==> src/rtl/pipe_share_arbiter.sv <==
// Round-robin owner of the shared P1/P0 -> R0 pipeline: sequences load/clear strobes,
// tracks which requester owns each word, counts deliveries and watches for consumer stalls.
module pipe_share_arbiter #(
    parameter int unsigned CNT_W    = 8,
    parameter int unsigned WAIT_MAX = 16
) (
    input  logic             clk,
    input  logic             rst,
    input  logic [1:0]       req,
    input  logic             Ld,
    output logic [1:0]       gnt,
    output logic             LD_P1_P0,
    output logic             Clr_P1_P0,
    output logic             LD_R0,
    output logic             r0_tag,
    output logic [CNT_W-1:0] out_cnt,
    output logic             busy,
    output logic             stall_err
);

    typedef enum logic [1:0] {
        StIdle = 2'b00,
        St1    = 2'b01,
        StFull = 2'b10,
        StWait = 2'b11
    } state_e;

    localparam logic [7:0] WaitMax = 8'(WAIT_MAX);

    state_e           state_q, state_d;
    logic             last_q, last_d;
    logic             tag_p_q, tag_p_d;
    logic             r0_tag_q, r0_tag_d;
    logic [CNT_W-1:0] out_cnt_q, out_cnt_d;
    logic [7:0]       wait_cnt_q, wait_cnt_d;
    logic             stall_err_q, stall_err_d;

    logic accept;
    logic drain;
    logic pick;
    logic wait_inc;

    // Both requesting: alternate away from the previous winner.
    always_comb begin
        unique case (req)
            2'b01:   pick = 1'b0;
            2'b10:   pick = 1'b1;
            2'b11:   pick = ~last_q;
            default: pick = 1'b0;
        endcase
    end

    always_comb begin
        state_d = state_q;
        accept  = 1'b0;
        drain   = 1'b0;
        case (state_q)
            StIdle: begin
                accept = |req;
                if (accept) begin
                    state_d = St1;
                end
            end
            St1: begin
                state_d = StFull;
            end
            StFull, StWait: begin
                drain  = Ld;
                accept = Ld & (|req);
                if (Ld) begin
                    state_d = (|req) ? St1 : StIdle;
                end else begin
                    state_d = StWait;
                end
            end
            default: begin
                state_d = StIdle;
            end
        endcase
        // Strobes must fall the instant reset asserts, not at the next edge.
        if (!rst) begin
            accept = 1'b0;
            drain  = 1'b0;
        end
    end

    always_comb begin
        LD_P1_P0  = accept;
        gnt       = accept ? (pick ? 2'b10 : 2'b01) : 2'b00;
        LD_R0     = drain;
        Clr_P1_P0 = drain & ~(|req);
        busy      = (state_q != StIdle);
        r0_tag    = r0_tag_q;
        out_cnt   = out_cnt_q;
        stall_err = stall_err_q;
    end

    always_comb begin
        last_d      = last_q;
        tag_p_d     = tag_p_q;
        r0_tag_d    = r0_tag_q;
        out_cnt_d   = out_cnt_q;
        wait_cnt_d  = 8'd0;
        stall_err_d = stall_err_q;
        wait_inc    = (state_q == StWait) & ~Ld;
        if (accept) begin
            last_d  = pick;
            tag_p_d = pick;
        end
        if (drain) begin
            r0_tag_d  = tag_p_q;
            out_cnt_d = out_cnt_q + CNT_W'(1);
        end
        if (wait_inc) begin
            wait_cnt_d = (wait_cnt_q >= WaitMax) ? wait_cnt_q : wait_cnt_q + 8'd1;
            if (wait_cnt_d == WaitMax) begin
                stall_err_d = 1'b1;
            end
        end
    end

    always_ff @(posedge clk or negedge rst) begin
        if (!rst) begin
            state_q     <= StIdle;
            last_q      <= 1'b1;
            tag_p_q     <= 1'b0;
            r0_tag_q    <= 1'b0;
            out_cnt_q   <= '0;
            wait_cnt_q  <= 8'd0;
            stall_err_q <= 1'b0;
        end else begin
            state_q     <= state_d;
            last_q      <= last_d;
            tag_p_q     <= tag_p_d;
            r0_tag_q    <= r0_tag_d;
            out_cnt_q   <= out_cnt_d;
            wait_cnt_q  <= wait_cnt_d;
            stall_err_q <= stall_err_d;
        end
    end

endmodule

==> config.mk <==
export PLATFORM = sky130hd
export DESIGN_NAME = pipe_share_arbiter
export DESIGN_NICKNAME = d
export VERILOG_FILES = /design/src/rtl/pipe_share_arbiter.sv
export SDC_FILE = /design/constraint.sdc
export NUM_CORES = 1
export LEC_CHECK = 0
export CORE_ASPECT_RATIO = 0.9
export CORE_MARGIN = 2
export CORE_UTILIZATION = 52
export CTS_CLUSTER_DIAMETER = 60
export DETAILED_ROUTE_END_ITERATION = 6
export PLACE_DENSITY_LB_ADDON = 0.1
export SETUP_SLACK_MARGIN = 0.1
export SLEW_MARGIN = 10
export SYNTH_ARGS = -nofsm -noshare
export SYNTH_HDL_FRONTEND = slang
export SYNTH_SLANG_ARGS = --single-unit
==> constraint.sdc <==
create_clock -name clk -period 3 [get_ports clk]
set_input_delay 0.6 -clock clk [delete_from_list [all_inputs] [get_ports clk]]
set_output_delay 0.6 -clock clk [all_outputs]
set_load 0.1 [all_outputs]
# After elaboration in Yosys (flattened, before gate mapping)
# Index checks and enable logic that the tools add are counted.
# classes
muxes	13
add_sub_neg	2
bitwise	6
order_cmp	1
reduce_logical	5
n_eq_ne	7
# op_table
operator	n
adder 8 x 1 -> 8 bit (second input constant)	2
2-to-1 mux 8 bit	2
equality test 2 bit (second input constant)	4
equality test 8 x 5 -> 1 bit (second input constant)	1
>= comparator 8 x 5 -> 1 bit (second input constant)	1
2-to-1 mux 2 bit	4
one-hot mux 2 bit (3 select lines)	1
2-to-1 mux 1 bit	4
one-hot mux 1 bit (2 select lines)	2
OR reduction 2 bit	2
bitwise AND 1 bit	3
NOT 1 bit	3
equality test 2 x 1 -> 1 bit (second input constant)	1
zero test 2 bit	1
!= test 2 bit (second input constant)	1
AND reduction 2 bit	1
nonzero test 2 bit	1
# word_totals
elab_cells	41
register_bits	22
output_inout_bits	16

# Logic depth before layout (Yosys ltp)
# depth
word_depth	5
depth_mapped	6

# Least setup slack after synthesis
# Ideal clock, no wire load.
# synth_timing
path_type	input-to-output
startpoint	input port Ld
endpoint	output port LD_P1_P0
cell_stages	3
setup_slack_ns	-0.618
n_path_buf	0
required_time_ns	2.400
t_arrival_ns	3.018
path_cell_list	and2_1 > nor2_1 > nor3b_1
# synth_via
elab_chain_cells	3
# synth_lines
element	line_no	source
start: declaration	10	input logic Ld,
bitwise AND 1 bit	69	accept = Ld & (|req);
one-hot mux 1 bit (2 select lines)	57	case (state_q)
2-to-1 mux 1 bit	81	if (!rst) begin
end: declaration	12	output logic LD_P1_P0,
# Every way passes these cells.

# Worst setup path in the final report
# Same ends and word-level chain as after synthesis.

==> impl_results.md <==
* Fin Setup TNS at 0 ns
* Max-slew headroom at 0.768
* Synth warnings at 0
* Gpl congestion at 0.804
* Vias in the first global route at 685
* CTS tree: yes
* Path depth of the worst reg2reg path at 4
* CTS root buffer: clkbuf_4
* Fin. Hold Viols at 0
* Total die area at between 2000 and 2500 um^2
* Core area at around 1900 um^2
* Final setup viols at 0
* Post-synthesis sequential area ratio at 0.550
* Final ANT Viol Nets at 0
* Syn_nets at 104
* Clock Path Buffers at 2
* Static leakage at 0.637 nW
* 1st-iter DRT viols at 4
* Initial antenna violation count at 0
* Hold path cells at 1
* CP Data Required Time at approximately 2.4 ns
* PortBufs at 20
* Via-to-Cell Ratio at 5.11
* Hold Slack at 0.480 ns
* Overall Power at 1.32 mW
* Worst-Skew Late Latency at ~0.31 ns
* Antenna diodes at 0
* Post-route cell area at roughly 1300 um^2
* CTS sink cnt at 22
* Crit path largest cell delay at 0.55 ns
* CP bufs+invs at 2
* Max_cap viols at 0
* Setup ws final at 0.485 ns
* Critical Path Fanout Max at 5
* Routed WL per cell at 12.3 um
* CP cell instances: clkdlybuf4s50_1 > and2_1 > nor2_1 > nor3b_2 > buf_12
* Status: finished clean
* Max Fclk at 0.398 GHz
* Min Tclk post-route at 2.51 ns
* GRT Util Overall at 0.180
* CTS H-tree depth at 1
* RSZ-0062 raised after global routing: false
* Critical path arrival at about 1.9 ns
* Startpoint type of the worst setup path: input pin
* Hold Startpoint: stall_err
* Final WL at 1.80 mm
* Via count of the routed design at 746
* Die span in x at 50.3 um
* I/O Pins at 21
* Worst r2r dst: stall_err
* CP Capture Type: output port
* Max Slew Vio Count at 0
* Post-DP HPWL at 1.33 mm
* Dpl cells at 142
* Cell Pwr Density at 989 nW/um^2
* Layout Utilization at 0.711
* Layout cells sized above 1 at 0.240
* # rows at 15
* Hold path endpoint: stall_err
* Reg2Reg Setup Slack at 1.46 ns
* Non-Filler Instances at 146
* Cell count along the critical path at 5
* Cts hold-fix bufs at 0
* FF+latch area at 552 um^2
* Nets at 130
* Placed Area at approximately 1300 um^2
* P&R area growth vs syn at 33.0%
* Number of CTS-inserted buffers at 3
* HP Class: register to register
* Clk slew on worst S/H paths at about 0.12 ns
* CP top delay family: buffers and inverters
* Multi-input logic area at roughly 450 um^2
* Syn_area_per_cell at 10.5 um^2
* VDD IR max at 0.000798 V
* Cell area after synthesis at roughly 1000 um^2
* Tightest Pin Transition at 0.345 ns
* # fillers at 147
* Number of distinct library cells after synthesis at 26
* Largest net degree at the start of global routing at 22
* Clk_skew at roughly 0.0089 ns
* Remaining DRCs at 0
* Post-CTS Setup Bufs at 0
* Synthesized instance count at 96
* Synthesized flop and latch total at 22
* Pre-CTS setup slack at 0.504 ns
* Final period util at 0.838
* Crit path kind: input pin to output port
* CTS resizes at 0
* Die Y at approximately 46 um
* GRT overflow at 0
* First-pass GRT wire length at a little over 3 mm
* Initial core utilization at 0.535
* Worst R2R Start: wait_cnt_q[4]
* Worst path slowest cell: clkdlybuf4s50_1
* Pre-antenna DRT Iters at 4
state kept, by name, indices dropped and copies added, names as in the netlist:
signal	count
stall_err	1
wait_cnt_q	8
last_q	1
state_q	2
tag_p_q	1
out_cnt	8
r0_tag	1
cells in the final DEF, fill, tap and decap left out, types with 2 or more instances in the layout:
cell type and n:
xor2_1 5, clkdlybuf4s50_1 4, o211ai_1 2, clkbuf_4 3, dfrtp_1 21, nor3_1 2, buf_4 12, inv_1 4
a21oi_1 2, nor2_1 14, nand2_1 11, ha_1 3, buf_12 5, and2_1 4, nand3_1 4, xnor2_1 6
a21oi_2 2
how the worst max path moves through the flow:
stage,from,to,slack [ns]
CTS,Ld,LD_P1_P0,0.49
detailed placement,Ld,LD_P1_P0,0.50
global route,Ld,gnt[0],0.43
floorplan,Ld,LD_P1_P0,0.36
finish,Ld,LD_P1_P0,0.49
global placement,Ld,gnt[1],0.50
per-layer routing:
metal	track usage	up-vias	share of wire
li1	-	370	-
met1	0.271	352	0.53
met2	0.245	19	0.41
met3	0.0526	5	0.051
met4	0.0649	0	0.014
met5	0	-	0
cell type report:
type                            instances  share of cell area
Timing Repair Buffer                   21               0.172
Tap cell                               25              0.0234
Inverter                                5              0.0141
Multi-Input combinational cell         69               0.337
Clock buffer                            3              0.0169
Sequential cell                        22               0.413
Clock inverter                          1              0.0225
logic make-up after synthesis:
| kind of cell | synth area share |
|---|---|
| adders and majority gates | 0.0374 |
| and+or+nand+nor | 0.226 |
| DFF | 0.550 |
| xor gates and xnor gates | 0.0960 |
| AOI/OAI and AO/OA | 0.0723 |
| buffers and inverters | 0.0187 |
cells in the mapped netlist (all sizes together):
| master | number | area, um^2 |
|---|---|---|
| nor2 | 14 | 52.6 |
| xor2 | 5 | 43.8 |
| o211ai | 2 | 15.0 |
| inv | 5 | 18.8 |
| a31oi | 1 | 6.26 |
| or2 | 1 | 6.26 |
| ha | 3 | 37.5 |
| nand3b | 1 | 7.51 |
| nand2b | 1 | 6.26 |
| o21ai | 1 | 5.00 |
| and2 | 4 | 25.0 |
| nand2 | 11 | 41.3 |
| nor3b | 2 | 15.0 |
| a41oi | 1 | 8.76 |
| dfstp | 1 | 26.3 |
| xnor2 | 6 | 52.6 |
| a41o | 1 | 10.0 |
| a21oi | 4 | 20.0 |
| nand3 | 5 | 30.0 |
| nor3 | 3 | 15.0 |
| a21o | 1 | 7.51 |
| nor4 | 1 | 21.3 |
| dfrtp | 21 | 526 |
| nand4 | 1 | 6.26 |
worst reg2reg max path, cell delays in order (launching register included):
cell and delay [ns]:
dfrtp_1 0.48, nor4_4 0.40, nand4_1 0.15, xor2_1 0.18
a41o_1 0.23
where the power goes:
part | switching [mW] | total [mW] | leakage (nW) | internal [mW]
combinational | 0.493 | 0.654 | 0.322 | 0.161
sequential | 0.0721 | 0.441 | 0.287 | 0.369
clock | 0.0905 | 0.226 | 0.0279 | 0.135
Note: power is estimated with default switching activity, not from simulation.
